[config.mk]
export PLATFORM = sky130hd
export DESIGN_NAME = rand_sched
export DESIGN_NICKNAME = d
export VERILOG_FILES = /design/src/rtl/rand_sched_pkg.sv /design/src/rtl/rand_sched_rr_arbiter.sv /design/src/rtl/rand_sched.sv
export SDC_FILE = /design/constraint.sdc
export NUM_CORES = 1
export LEC_CHECK = 0
export ABC_AREA = 1
export BUFFER_PORTS_ARGS = -buffer_cell sky130_fd_sc_hd__buf_2
export CORE_ASPECT_RATIO = 0.8
export CORE_MARGIN = 3
export CORE_UTILIZATION = 57
export DETAILED_ROUTE_END_ITERATION = 6
export MAX_ROUTING_LAYER = met4
export PLACE_DENSITY = 0.91
export SLEW_MARGIN = 10
export SYNTH_ARGS = -nofsm -noshare
export SYNTH_HDL_FRONTEND = slang
export SYNTH_SLANG_ARGS = --single-unit
[constraint.sdc]
create_clock -name clk -period 4.1 [get_ports clk]
set_clock_uncertainty 0.05 [all_clocks]
set_input_delay 0.205 -clock clk [delete_from_list [all_inputs] [get_ports clk]]
set_output_delay 0.205 -clock clk [all_outputs]
set_load 0.05 [all_outputs]
[src/rtl/rand_sched_pkg.sv]
// rand_sched_pkg: shared types and constants for the random-byte scheduler.
//   state_e   - controller FSM states (SEED, WARMUP, RUN)
//   RAND_W    - width of the generator byte
//   SEED_RST  - seed register value out of reset
package rand_sched_pkg;

   localparam int RAND_W = 8;
   localparam logic [RAND_W-1:0] SEED_RST = 8'hFF;

   typedef enum logic [1:0] {
      ST_SEED   = 2'd0,
      ST_WARMUP = 2'd1,
      ST_RUN    = 2'd2
   } state_e;

endpackage

[src/rtl/rand_sched_rr_arbiter.sv]
// rr_arbiter: combinational round-robin picker.
//   req_i - request vector
//   en_i  - when low, no winner is produced
//   ptr_i - index of the previous winner; search starts at ptr_i+1 and wraps
//   gnt_o - one-hot winner (zero if none)
//   idx_o - index of the winner (zero if none)
module rr_arbiter #(
   parameter int NUM_REQ = 4
) (
   input  logic [NUM_REQ-1:0]         req_i,
   input  logic                       en_i,
   input  logic [$clog2(NUM_REQ)-1:0] ptr_i,
   output logic [NUM_REQ-1:0]         gnt_o,
   output logic [$clog2(NUM_REQ)-1:0] idx_o
);

   localparam int PW = $clog2(NUM_REQ);

   logic          found;
   logic [PW-1:0] idx;

   // Offsets 1..NUM_REQ from the pointer; the last offset revisits the
   // previous winner so a lone requester keeps winning every cycle.
   always_comb begin
      gnt_o = '0;
      idx_o = '0;
      found = 1'b0;
      idx   = '0;
      for (int i = 1; i <= NUM_REQ; i++) begin
         idx = PW'((int'(ptr_i) + i) % NUM_REQ);
         if (en_i && !found && req_i[idx]) begin
            found      = 1'b1;
            gnt_o[idx] = 1'b1;
            idx_o      = idx;
         end
      end
   end

endmodule

[src/rtl/rand_sched.sv]
// rand_sched: owns the seed port of the shared rand_gen, sequences
// reseed + warm-up, then hands out one distinct generator byte per grant
// to NUM_REQ requesters in round-robin order.
//   clk, rst            - clock, synchronous active-high reset
//   seed_i, seed_load_i - reseed value and request
//   busy_o              - high in SEED or WARMUP
//   req_i, gnt_o        - level requests, registered one-hot grant
//   rand_o              - byte delivered with the grant
//   rng_seed_o, rng_set_seed_o, rng_rand_i - rand_gen hookup
//   grant_cnt_o         - saturating grant count (only with RAND_SCHED_STATS_EN)
// Optional feature macro: RAND_SCHED_STATS_EN
module rand_sched
   import rand_sched_pkg::*;
#(
   parameter int NUM_REQ = 4,
   parameter int WARMUP  = 8
) (
   input  logic               clk,
   input  logic               rst,
   input  logic [RAND_W-1:0]  seed_i,
   input  logic               seed_load_i,
   output logic               busy_o,
   input  logic [NUM_REQ-1:0] req_i,
   output logic [NUM_REQ-1:0] gnt_o,
   output logic [RAND_W-1:0]  rand_o,
   output logic [RAND_W-1:0]  rng_seed_o,
   output logic               rng_set_seed_o,
`ifdef RAND_SCHED_STATS_EN
   output logic [15:0]        grant_cnt_o,
`endif
   input  logic [RAND_W-1:0]  rng_rand_i
);

   localparam int PW = $clog2(NUM_REQ);

   state_e              state_q, state_d;
   logic [7:0]          cnt_q, cnt_d;
   logic [RAND_W-1:0]   seed_q, seed_d;
   logic [PW-1:0]       ptr_q, ptr_d;
   logic [NUM_REQ-1:0]  gnt_q, gnt_d;
   logic [RAND_W-1:0]   rand_q, rand_d;

   logic                arb_en;
   logic [NUM_REQ-1:0]  win_oh;
   logic [PW-1:0]       win_idx;
   logic                win_any;

   // A reseed request in the same cycle pre-empts any grant.
   assign arb_en  = (state_q == ST_RUN) && !seed_load_i;
   assign win_any = |win_oh;

   rr_arbiter #(.NUM_REQ(NUM_REQ)) u_arb (
      .req_i (req_i),
      .en_i  (arb_en),
      .ptr_i (ptr_q),
      .gnt_o (win_oh),
      .idx_o (win_idx)
   );

   always_comb begin
      state_d = state_q;
      cnt_d   = cnt_q;
      seed_d  = seed_q;
      if (seed_load_i) begin
         // Restart from SEED even when already seeding or warming up.
         state_d = ST_SEED;
         seed_d  = seed_i;
         cnt_d   = '0;
      end else begin
         case (state_q)
            ST_SEED: begin
               state_d = ST_WARMUP;
               cnt_d   = '0;
            end
            ST_WARMUP: begin
               if (cnt_q == 8'(WARMUP - 1)) state_d = ST_RUN;
               else                         cnt_d   = cnt_q + 8'd1;
            end
            ST_RUN:  state_d = ST_RUN;
            default: state_d = ST_WARMUP;
         endcase
      end
   end

   always_comb begin
      gnt_d  = win_oh;
      rand_d = win_any ? rng_rand_i : rand_q;
      ptr_d  = win_any ? win_idx    : ptr_q;
   end

   always_ff @(posedge clk) begin
      if (rst) begin
         // rand_gen resets alongside us, so go straight to WARMUP.
         state_q <= ST_WARMUP;
         cnt_q   <= '0;
         seed_q  <= SEED_RST;
         ptr_q   <= PW'(NUM_REQ - 1);
         gnt_q   <= '0;
         rand_q  <= '0;
      end else begin
         state_q <= state_d;
         cnt_q   <= cnt_d;
         seed_q  <= seed_d;
         ptr_q   <= ptr_d;
         gnt_q   <= gnt_d;
         rand_q  <= rand_d;
      end
   end

   assign busy_o         = (state_q != ST_RUN);
   assign gnt_o          = gnt_q;
   assign rand_o         = rand_q;
   assign rng_seed_o     = seed_q;
   assign rng_set_seed_o = (state_q == ST_SEED);

`ifdef RAND_SCHED_STATS_EN
   logic [15:0] gcnt_q;

   always_ff @(posedge clk) begin
      if (rst || seed_load_i)                gcnt_q <= '0;
      else if (win_any && gcnt_q != 16'hFFFF) gcnt_q <= gcnt_q + 16'd1;
   end

   assign grant_cnt_o = gcnt_q;
`endif

endmodule

==> impl_metrics.py, run 1 <==
metrics = {
    "finish": {
        "nets": 322,
        "fin_area_um2": 2220,
        "final_cells": 329,
        "diodes": 0,
        "layout-drive-gt1-share_pct": 32.2,
        "syn_to_final_growth_pct": 16.0,
        "fillers": 254,
        "final_util_pct": 70.4,
    },
    "cts": {
        "cts.sinks": 32,
        "path_clk_slew_ns": 0.06,
        "cts_setup_buffers": 0,
        "clk_latency_ns": 0.28,
        "htreeDepth": 2,
        "numCtsBuffers": 5,
        "cts_hold_buffers": 0,
        "max-clock-path-buffers": 2,
        "root_buffer": "clkbuf_8",
        "cts_resized": 0,
        "cts_tree": "done",
    },
    "grt": {
        "grt_max_degree": 16,
        "antenna_found_initial": 0,
        "grt_pass1_vias": 1595,
        "gr-total-overflow": 0,
        "grt_pass1_wl_um": 7060,
        "grt_usage_pct": 22.3,
    },
    "sta": {
        "layout_min_cycle_time_ns": 2.81,
        "setup_ws_ns": 1.29,
        "max_freq_mhz": 355,
        "slew_headroom_pct": 66.5,
        "tightest_slew_ns": 0.502,
        "finalCritPeriodShare_pct": 68.6,
        "final-hold-violation-count": 0,
        "grt_setup_unrepaired": "false",
        "finalMaxSlewViolations": 0,
        "setup_viol": 0,
        "hold_ws_ns": 0.0848,
        "fin_tns_setup_ns": 0,
    },
    "worst_setup_path": {
        "cp_max_fo": 12,
        "critical_path_class": "reg -> reg",
        "cp-end-kind": "register",
        "cp.arrival_ns": 2.91,
        "startpoint_type": "register",
        "crit_required_ns": 4.20,
    },
    "logic_synthesis": {
        "ys_warn_count": 0,
        "postSynthAreaPerCell_um2": 7.88,
        "synth_seq_area_share_pct": 33.5,
        "syn_inst": 243,
        "netlist_area_um2": 1910,
        "synth_seq_cells": 32,
        "yosys.cell_types.count": 31,
        "synth_nets": 277,
    },
    "floorplanning": {
        "io_pins": 45,
        "num_rows": 18,
        "die_w_um": 70.8,
        "coreArea_um2": 3150,
        "initial_utilization_pct": 60.7,
        "dieArea_um2": 4090,
        "die_y_um": 57.8,
    },
    "power": {
        "p_int_uw": 490,
        "p_sw_uw": 201,
        "ir_drop_v": 0.000188,
        "pwr-share-comb_pct": 16.8,
        "p_leak_nw": 1.12,
        "pwr-share-seq_pct": 47.3,
        "totalPowerFinal_uw": 691,
        "cellPowerDensity_nw_per_um2": 311,
        "pwr-share-clk_pct": 35.8,
        "swShare_pct": 29.1,
    },
    "placed_design": {
        "dpl_cell_area_um2": 2130,
        "dpl.hpwl_um": 3090,
        "dp_cells": 321,
        "gp_congestion": 0.955,
        "pre_cts_slack_ns": 1.37,
        "port_buffers": 44,
    },
    "routing": {
        "drtIter0Drc": 144,
        "drt_first_pass_iters": 4,
        "dr_total_vias": 1732,
        "ant_nets": 0,
        "routed_wl_um": 4170,
        "drc": 0,
        "viasPerCell": 5.26,
        "wl_per_cell_um": 12.7,
    },
    "run_status": {
        "status": "finished clean",
    },
    "job": {
        "cap_violations": 0,
    },
    "min_path": {
        "hold_class": "in -> reg",
    },
}
==> logic make-up after synthesis <==
family          Yosys count  share of synthesized area, %
simple gates            141                          42.0
buf+inv                  33                          8.10
flops                    32                          33.5
compound gates           24                          8.37
fa+ha+maj                11                          7.19
xor+xnor                  2                         0.915
==> flip-flops by register name, summed over array words and instances (netlist names) <==
name,cells
rand_o,8
rng_seed_o,8
gnt_o,4
ptr_q,2
cnt_q,8
state_q,2
==> power by group through the flow <==
stage | Clock (mW) | Combinational [mW] | Sequential, mW
after floorplan | 0 | 0.0638 | 0.356
after global placement | 0 | 0.113 | 0.333
after detailed placement | 0 | 0.116 | 0.334
after CTS | 0.250 | 0.117 | 0.327
after global routing | 0.266 | 0.128 | 0.328
final | 0.248 | 0.116 | 0.327
==> per-layer routing <==
| metal | up-vias | routed length (um) | share of wire (%) | GRT usage, % |
|---|---|---|---|---|
| met5 | - | 0 | 0 | - |
| met4 | 0 | 55 | 1.3 | 6.70 |
| li1 | 877 | - | - | - |
| met1 | 778 | 1900 | 45 | 27.8 |
| met2 | 69 | 1890 | 45 | 35.3 |
| met3 | 8 | 331 | 7.9 | 6.59 |
==> cell usage in the layout, fill, tap and decap left out <==
| master | n |
|---|---|
| nand2_1 | 62 |
| buf_2 | 44 |
| dfxtp_1 | 32 |
| nand3_1 | 28 |
| inv_1 | 25 |
| nand3_2 | 14 |
| nand2_4 | 11 |
| ha_1 | 11 |
| nor2_1 | 9 |
| a21oi_2 | 8 |
| a21oi_1 | 6 |
| o21ai_0 | 6 |
| clkbuf_8 | 6 |
| nand4_1 | 4 |
| nand2_2 | 4 |
| nor2_4 | 3 |
| nor3_1 | 2 |
| clkbuf_1 | 2 |
| inv_2 | 1 |
| clkinv_1 | 1 |
| xor2_1 | 1 |
| nor2_2 | 1 |
| and2_1 | 1 |
| nor2_8 | 1 |
| o22ai_1 | 1 |
| and3_1 | 1 |
| a211oi_1 | 1 |
| xnor2_1 | 1 |
| a221oi_1 | 1 |
| o211ai_1 | 1 |
==> worst paths after layout <==
| kind | start | end | slack (ns) | cells past startpoint |
|---|---|---|---|---|
| max | ptr_q[0] | ptr_q[1] | 1.29 | 12 |
| min | seed_i[1] | rng_seed_o[1] | 0.08 | 3 |
| max reg2reg | ptr_q[0] | ptr_q[1] | 1.29 | 12 |
| min reg2reg | rng_seed_o[1] | rng_seed_o[1] | 0.40 | 2 |
==> area by class of cell <==
cell class	count	area, um^2	area share [%]
Clock buffer	8	90.1	4.06
Sequential cell	32	641	28.8
Multi-Input combinational cell	178	1120	50.4
Inverter	27	101	4.56
Tap cell	40	50.0	2.25
Timing Repair Buffer	44	220	9.92
==> Yosys cell counts <==
library cell  instances  share of area [%]
nand2_1              62                 12
dfxtp_1              32                 33
nand3_1              28                7.3
inv_1                25                4.9
nand3_2              14                7.3
ha_1                 11                7.2
nand2_4              11                6.5
nor2_1                9                1.8
a21oi_2               8                3.7
a21oi_1               6                1.6
o21ai_0               6                1.6
nand2_2               4                1.3
nand4_1               4                1.3
nor2_4                3                1.8
buf_6                 2                1.2
clkbuf_1              2               0.39
nor3_1                2               0.52
a211oi_1              1               0.39
a221oi_1              1               0.46
and2_1                1               0.33
and3_1                1               0.33
buf_1                 1               0.20
buf_12                1                1.0
clkinv_1              1               0.20
inv_2                 1               0.20
nor2_2                1               0.33
nor2_8                1                1.0
o211ai_1              1               0.39
o22ai_1               1               0.33
xnor2_1               1               0.46
xor2_1                1               0.46
==> critical path, cell delays in order (launching register included) <==
cell and delay (ns):
dfxtp_1 0.53, inv_2 0.17, ha_1 0.41, inv_1 0.09, nand3_1 0.08, and2_1 0.36
nor2_8 0.06, nand3_1 0.11, nand3_2 0.12, nor2_4 0.26, nand2_4 0.23, nand3_2 0.13
nand3_2 0.08
(Power assumes the default switching activity.)
==> inputs of run 2 (changes only) <==
--- a/config.mk
+++ b/config.mk
@@ -9,10 +9,10 @@
 export BUFFER_PORTS_ARGS = -buffer_cell sky130_fd_sc_hd__buf_2
 export CORE_ASPECT_RATIO = 0.8
 export CORE_MARGIN = 3
-export CORE_UTILIZATION = 57
+export CORE_UTILIZATION = 48
 export DETAILED_ROUTE_END_ITERATION = 6
 export MAX_ROUTING_LAYER = met4
-export PLACE_DENSITY = 0.91
+export PLACE_DENSITY = 0.82
 export SLEW_MARGIN = 10
 export SYNTH_ARGS = -nofsm -noshare
 export SYNTH_HDL_FRONTEND = slang
==> constraint.sdc (replaced) <==
create_clock -name clk -period 2.4 [get_ports clk]
set_clock_uncertainty 0.05 [all_clocks]
set_input_delay 0.12 -clock clk [delete_from_list [all_inputs] [get_ports clk]]
set_output_delay 0.12 -clock clk [all_outputs]
set_load 0.05 [all_outputs]
==> run 2 against run 1 <==
  * Setup slack worse by 1.1 ns
  * Count of clock-buffer cells in the layout stayed put
  * Global-route usage is 2.8 points lower
  * Core utilization is 5.8 points lower
  * Total power is 72% higher
  * Via count is 0.64% higher
  * Clock power is 69% higher
  * Routed wire length is 2.9% higher
  * Sequential share of layout area is 1.6 points lower
  * Fmax is 27% higher
  * Largest cell class unchanged
  * Largest power group unchanged
==> impl_metrics.py, run 2 (synthesis gave the netlist of run 1 again) <==
metrics = {
    "run_status": {
        "status": "finished clean",
    },
    "finish": {
        "fillers": 295,
        "fin_area_um2": 2350,
        "final_cell_mix": "nand2_1, buf_2, dfxtp_1, nand3_1, inv_1",
        "nets": 334,
        "syn_to_final_growth_pct": 22.8,
        "final_cells": 353,
        "final_common_cell": "nand2_1",
        "layout-drive-gt1-share_pct": 33.2,
        "diodes": 0,
    },
    "routing": {
        "ant_nets": 0,
        "dr_total_vias": 1743,
        "drc": 0,
        "drt_first_pass_iters": 4,
        "drtIter0Drc": 77,
        "wl_per_cell_um": 12.2,
        "viasPerCell": 4.94,
        "routed_wl_um": 4290,
    },
    "sta": {
        "tightest_slew_ns": 0.512,
        "slew_headroom_pct": 65.9,
        "finalCritPeriodShare_pct": 92.0,
        "setup_viol": 0,
        "final-hold-violation-count": 0,
        "max_freq_mhz": 453,
        "finalMaxSlewViolations": 0,
        "grt_setup_unrepaired": "false",
        "hold_ws_ns": 0.0126,
        "fin_tns_setup_ns": 0,
        "layout_min_cycle_time_ns": 2.21,
    },
    "power": {
        "ir_drop_v": 0.000480,
        "cellPowerDensity_nw_per_um2": 505,
        "pwr-share-seq_pct": 46.9,
        "pwr-share-comb_pct": 17.8,
        "p_leak_nw": 1.17,
        "p_sw_uw": 343,
        "p_int_uw": 846,
        "swShare_pct": 28.8,
        "pwr-share-clk_pct": 35.3,
    },
    "worst_setup_path": {
        "critical_path_class": "reg -> reg",
        "cp_cell_sequence": "inv_2, ha_1, inv_1, nand3_2, nand2_4, nand2_4, nor2_4, nand3_1, nand3_2, nor2_4, nand2_8, nand2_1, nand2_1, nand3_2",
        "critical_path_buf_inv_count": 2,
        "slowest_delay_ns": 0.36,
        "startpoint_type": "register",
        "cp_max_fo": 12,
        "cp.arrival_ns": 2.30,
        "rrSetupSlack_ns": 0.19,
        "cp-end-kind": "register",
        "slowest_stage": "ha_1",
        "reg2regPathDepth": 14,
        "path_common_cell": "nand3_2",
        "crit_required_ns": 2.50,
        "reg2reg_to": "ptr_q[1]",
        "r2r_start": "ptr_q[0]",
        "path_delay_family": "simple AND/OR/NAND/NOR gates",
    },
    "floorplanning": {
        "die_w_um": 76.6,
        "die_y_um": 62.5,
        "initial_utilization_pct": 52.6,
        "dieArea_um2": 4790,
        "io_pins": 45,
        "num_rows": 19,
        "coreArea_um2": 3640,
    },
    "min_path": {
        "min_path_cells": 3,
        "hold_class": "in -> reg",
        "worstHoldStart": "seed_i[4]",
        "worstHoldEndpoint": "rng_seed_o[4]",
    },
    "cts": {
        "numCtsBuffers": 5,
        "max-clock-path-buffers": 2,
        "cts_setup_buffers": 0,
        "cts_tree": "done",
        "path_clk_slew_ns": 0.06,
        "clk_latency_ns": 0.28,
        "cts.sinks": 32,
        "root_buffer": "clkbuf_8",
        "htreeDepth": 2,
    },
    "grt": {
        "grt_pass1_vias": 1708,
        "grt_usage_pct": 19.5,
        "grt_pass1_wl_um": 7490,
        "gr-total-overflow": 0,
        "grt_max_degree": 16,
        "antenna_found_initial": 0,
    },
    "placed_design": {
        "dpl.hpwl_um": 3140,
        "port_buffers": 44,
        "dp_cells": 339,
        "gp_congestion": 0.955,
        "dpl_cell_area_um2": 2190,
    },
    "job": {
        "cap_violations": 0,
    },
}
run 2: power by group through the flow:
stage               Combinational (mW)  Clock, mW  Sequential (mW)
floorplan                        0.109          0            0.608
detailed placement               0.201          0            0.569
global placement                 0.198          0            0.568
global route                     0.231      0.449            0.560
CTS                              0.210      0.431            0.557
finish                           0.212      0.419            0.557
run 2: through the flow:
stage	total power, mW	utilization, %	setup slack [ns]
detailed placement	0.769	60.2	0.108
global placement	0.766	60.2	0.184
CTS	1.20	64.4	0.0846
floorplan	0.717	-	0.0468
finish	1.19	64.6	0.192
global route	1.24	64.6	0.0122
run 2: worst min-delay path: cells and delay by family:
family | cells | cell delay, ns
simple gates | 2 | 0.11
buf+inv | 1 | 0.08
run 2: how the worst max path moves through the flow:
stage,start,to,depth (start not counted)
after floorplan,ptr_q[0],ptr_q[0],14
after global placement,state_q[0],ptr_q[0],15
after detailed placement,ptr_q[0],ptr_q[0],14
after CTS,ptr_q[0],ptr_q[0],14
after global routing,ptr_q[0],ptr_q[1],16
final,ptr_q[0],ptr_q[1],14
run 2: repair_timing:
action	CTS	global route
hold buffers	6	0
hold endpoints to repair	6	0
resized for setup	0	2
endpoints found under the setup margin	0	7
run 2: final cells by class:
type,count,area [um^2],share of cell area (%)
multi-input combinational,178,1130,48.0
inverter,27,101,4.31
sequential,32,641,27.2
clock buffer,8,90.1,3.83
timing repair buffer,56,325,13.8
tap,52,65.1,2.77
run 2: metal layers:
metal,wire length [um],global-route usage [%],vias up
met3,240,4.76,11
met1,2010,25.4,772
met5,0,-,-
met2,1930,29.2,59
met4,109,7.92,0
li1,-,-,901
==> inputs of run 3 (changes only) <==
--- a/config.mk
+++ b/config.mk
@@ -9,10 +9,10 @@
 export BUFFER_PORTS_ARGS = -buffer_cell sky130_fd_sc_hd__buf_2
 export CORE_ASPECT_RATIO = 0.8
 export CORE_MARGIN = 3
-export CORE_UTILIZATION = 48
+export CORE_UTILIZATION = 57
 export DETAILED_ROUTE_END_ITERATION = 6
 export MAX_ROUTING_LAYER = met4
-export PLACE_DENSITY = 0.82
+export PLACE_DENSITY = 0.9
 export SLEW_MARGIN = 10
 export SYNTH_ARGS = -nofsm -noshare
 export SYNTH_HDL_FRONTEND = slang
==> constraint.sdc (replaced) <==
create_clock -name clk -period 2.6 [get_ports clk]
set_clock_uncertainty 0.05 [all_clocks]
set_input_delay 0.13 -clock clk [delete_from_list [all_inputs] [get_ports clk]]
set_output_delay 0.13 -clock clk [all_outputs]
set_load 0.05 [all_outputs]
==> run 3 against run 2 <==
  * Flip-flop and latch count is the same
  * Global-route usage increased by 3.1 points
  * Total power is 6.1% lower
  * Core utilization up 8.2 points
  * Fmax is 7.9% lower
  * Count of clock-buffer cells in the layout decreased by 1
  * Non-clock buffer count shrank 4
  * Critical path depth is 2 lower
  * Via count is 0.63% higher
  * Register-to-register slack about the same
  * Final cell count down 4.8%
  * Largest cell class unchanged
  * Highest routed layer unchanged
==> impl_metrics.py, run 3 (synthesis gave the netlist of run 1 again) <==
metrics = {
    "sta": {
        "finalCritPeriodShare_pct": 92.2,
        "fin_tns_setup_ns": 0,
        "finalMaxSlewViolations": 0,
        "tightest_slew_ns": 0.499,
        "max_freq_mhz": 417,
        "layout_min_cycle_time_ns": 2.40,
        "setup_viol": 0,
        "final-hold-violation-count": 0,
        "slew_headroom_pct": 66.7,
        "grt_setup_unrepaired": "false",
        "setup_ws_ns": 0.202,
    },
    "cts": {
        "path_clk_slew_ns": 0.06,
        "htreeDepth": 2,
        "cts_tree": "done",
        "numCtsBuffers": 5,
        "cts_setup_buffers": 0,
        "root_buffer": "clkbuf_8",
        "max-clock-path-buffers": 2,
        "cts_resized": 0,
        "cts.sinks": 32,
        "clk_latency_ns": 0.28,
    },
    "routing": {
        "dr_total_vias": 1754,
        "routed_wl_um": 4180,
        "wl_per_cell_um": 12.4,
        "viasPerCell": 5.22,
        "drtIter0Drc": 129,
        "ant_nets": 0,
        "drc": 0,
        "drt_first_pass_iters": 4,
    },
    "power": {
        "p_leak_nw": 1.16,
        "ir_drop_v": 0.000408,
        "cellPowerDensity_nw_per_um2": 486,
    },
    "placed_design": {
        "dpl.hpwl_um": 3160,
        "gp_congestion": 0.929,
        "port_buffers": 44,
        "dpl_cell_area_um2": 2160,
        "pre_cts_slack_ns": 0.224,
    },
    "grt": {
        "gr-total-overflow": 0,
        "grt_pass1_wl_um": 7070,
        "grt_usage_pct": 22.6,
        "antenna_found_initial": 0,
        "grt_max_degree": 16,
        "grt_pass1_vias": 1636,
    },
    "worst_setup_path": {
        "r2r_start": "ptr_q[1]",
        "cp.arrival_ns": 2.50,
        "slowest_stage": "ha_1",
        "cp_cell_sequence": "inv_1, ha_1, inv_1, nand3_1, and2_1, nor2_8, nand3_1, nand3_2, nor2_4, nand2_4, nand3_2, nand3_2",
        "cp-startpoint": "ptr_q[1]",
        "startpoint_type": "register",
        "path_common_cell": "nand3_2",
        "critical_path_class": "reg -> reg",
        "crit_required_ns": 2.70,
        "path_delay_family": "simple AND/OR/NAND/NOR gates",
        "reg2regPathDepth": 12,
        "rrSetupSlack_ns": 0.20,
        "slowest_delay_ns": 0.37,
        "cp_max_fo": 12,
        "critical_path_buf_inv_count": 2,
        "reg2reg_to": "ptr_q[1]",
        "cp-end-kind": "register",
    },
    "min_path": {
        "worstHoldEndpoint": "rng_seed_o[2]",
        "hold_class": "in -> reg",
        "min_path_cells": 3,
        "worstHoldStart": "seed_i[2]",
    },
    "floorplanning": {
        "coreArea_um2": 3150,
        "initial_utilization_pct": 60.7,
        "die_y_um": 57.8,
        "num_rows": 18,
        "io_pins": 45,
        "die_w_um": 70.8,
        "dieArea_um2": 4090,
    },
    "finish": {
        "fillers": 248,
        "layout-drive-gt1-share_pct": 33.1,
        "final_cell_mix": "nand2_1, buf_2, dfxtp_1, nand3_1, inv_1",
        "final_common_cell": "nand2_1",
        "nets": 330,
        "fin_area_um2": 2300,
        "syn_to_final_growth_pct": 20.0,
        "diodes": 0,
    },
    "job": {
        "cap_violations": 0,
    },
    "run_status": {
        "status": "finished clean",
    },
}
==> run 3: cell types whose count changed in the layout (fill, tap and decap cells not counted), sizes merged <==
cell	change
buf	-2
dlygate4sd3	-2
clkbuf	-1
==> run 3: how the worst max path moves through the flow <==
stage,slack [ns],endpoint,cells past startpoint
floorplan,0.25,ptr_q[0],14
global placement,0.33,ptr_q[0],12
detailed placement,0.22,ptr_q[1],12
CTS,0.21,ptr_q[1],12
global route,0.03,ptr_q[1],13
finish,0.20,ptr_q[1],12
==> run 3: through the flow <==
stage	power (mW)	hold slack, ns	cells	utilization (%)
after detailed placement	0.710	0.298	325	68.5
after floorplan	0.662	0.202	243	-
after global placement	0.705	0.293	325	68.5
after global routing	1.17	0.0262	336	72.9
after CTS	1.13	0.00333	336	72.9
final	1.12	0.0169	336	72.9
==> run 3: layout make-up <==
| class | count | area [um^2] | area share (%) |
|---|---|---|---|
| Multi-Input combinational cell | 178 | 1120 | 48.7 |
| Sequential cell | 32 | 641 | 27.9 |
| Timing Repair Buffer | 52 | 290 | 12.6 |
| Inverter | 27 | 101 | 4.41 |
| Clock buffer | 7 | 96.3 | 4.19 |
| Tap cell | 40 | 50.0 | 2.18 |
==> run 3: layer usage <==
metal / vias up / global-route usage, % / wire length (um)
met5: - / - / 0
met4: 0 / 7.77 / 46
met3: 7 / 6.93 / 287
met2: 59 / 35.8 / 1900
met1: 794 / 27.6 / 1950
li1: 894 / - / -
==> run 3: worst register-to-register path: stages (launching register included) <==
cell,delay [ns]
dfxtp_1,0.34
inv_1,0.07
ha_1,0.37
inv_1,0.09
nand3_1,0.08
and2_1,0.34
nor2_8,0.06
nand3_1,0.11
nand3_2,0.11
nor2_4,0.23
nand2_4,0.22
nand3_2,0.12
nand3_2,0.07
==> run 3: power breakdown <==
part,total (mW),internal (mW),switching (mW)
Combinational,0.191,0.0567,0.134
Clock,0.411,0.235,0.176
Sequential,0.514,0.506,0.00884
==> run 3: what timing repair did <==
action,in CTS,in global routing
hold buffers,4,0
endpoints found under the hold margin,4,0
setup endpoints to repair,0,0
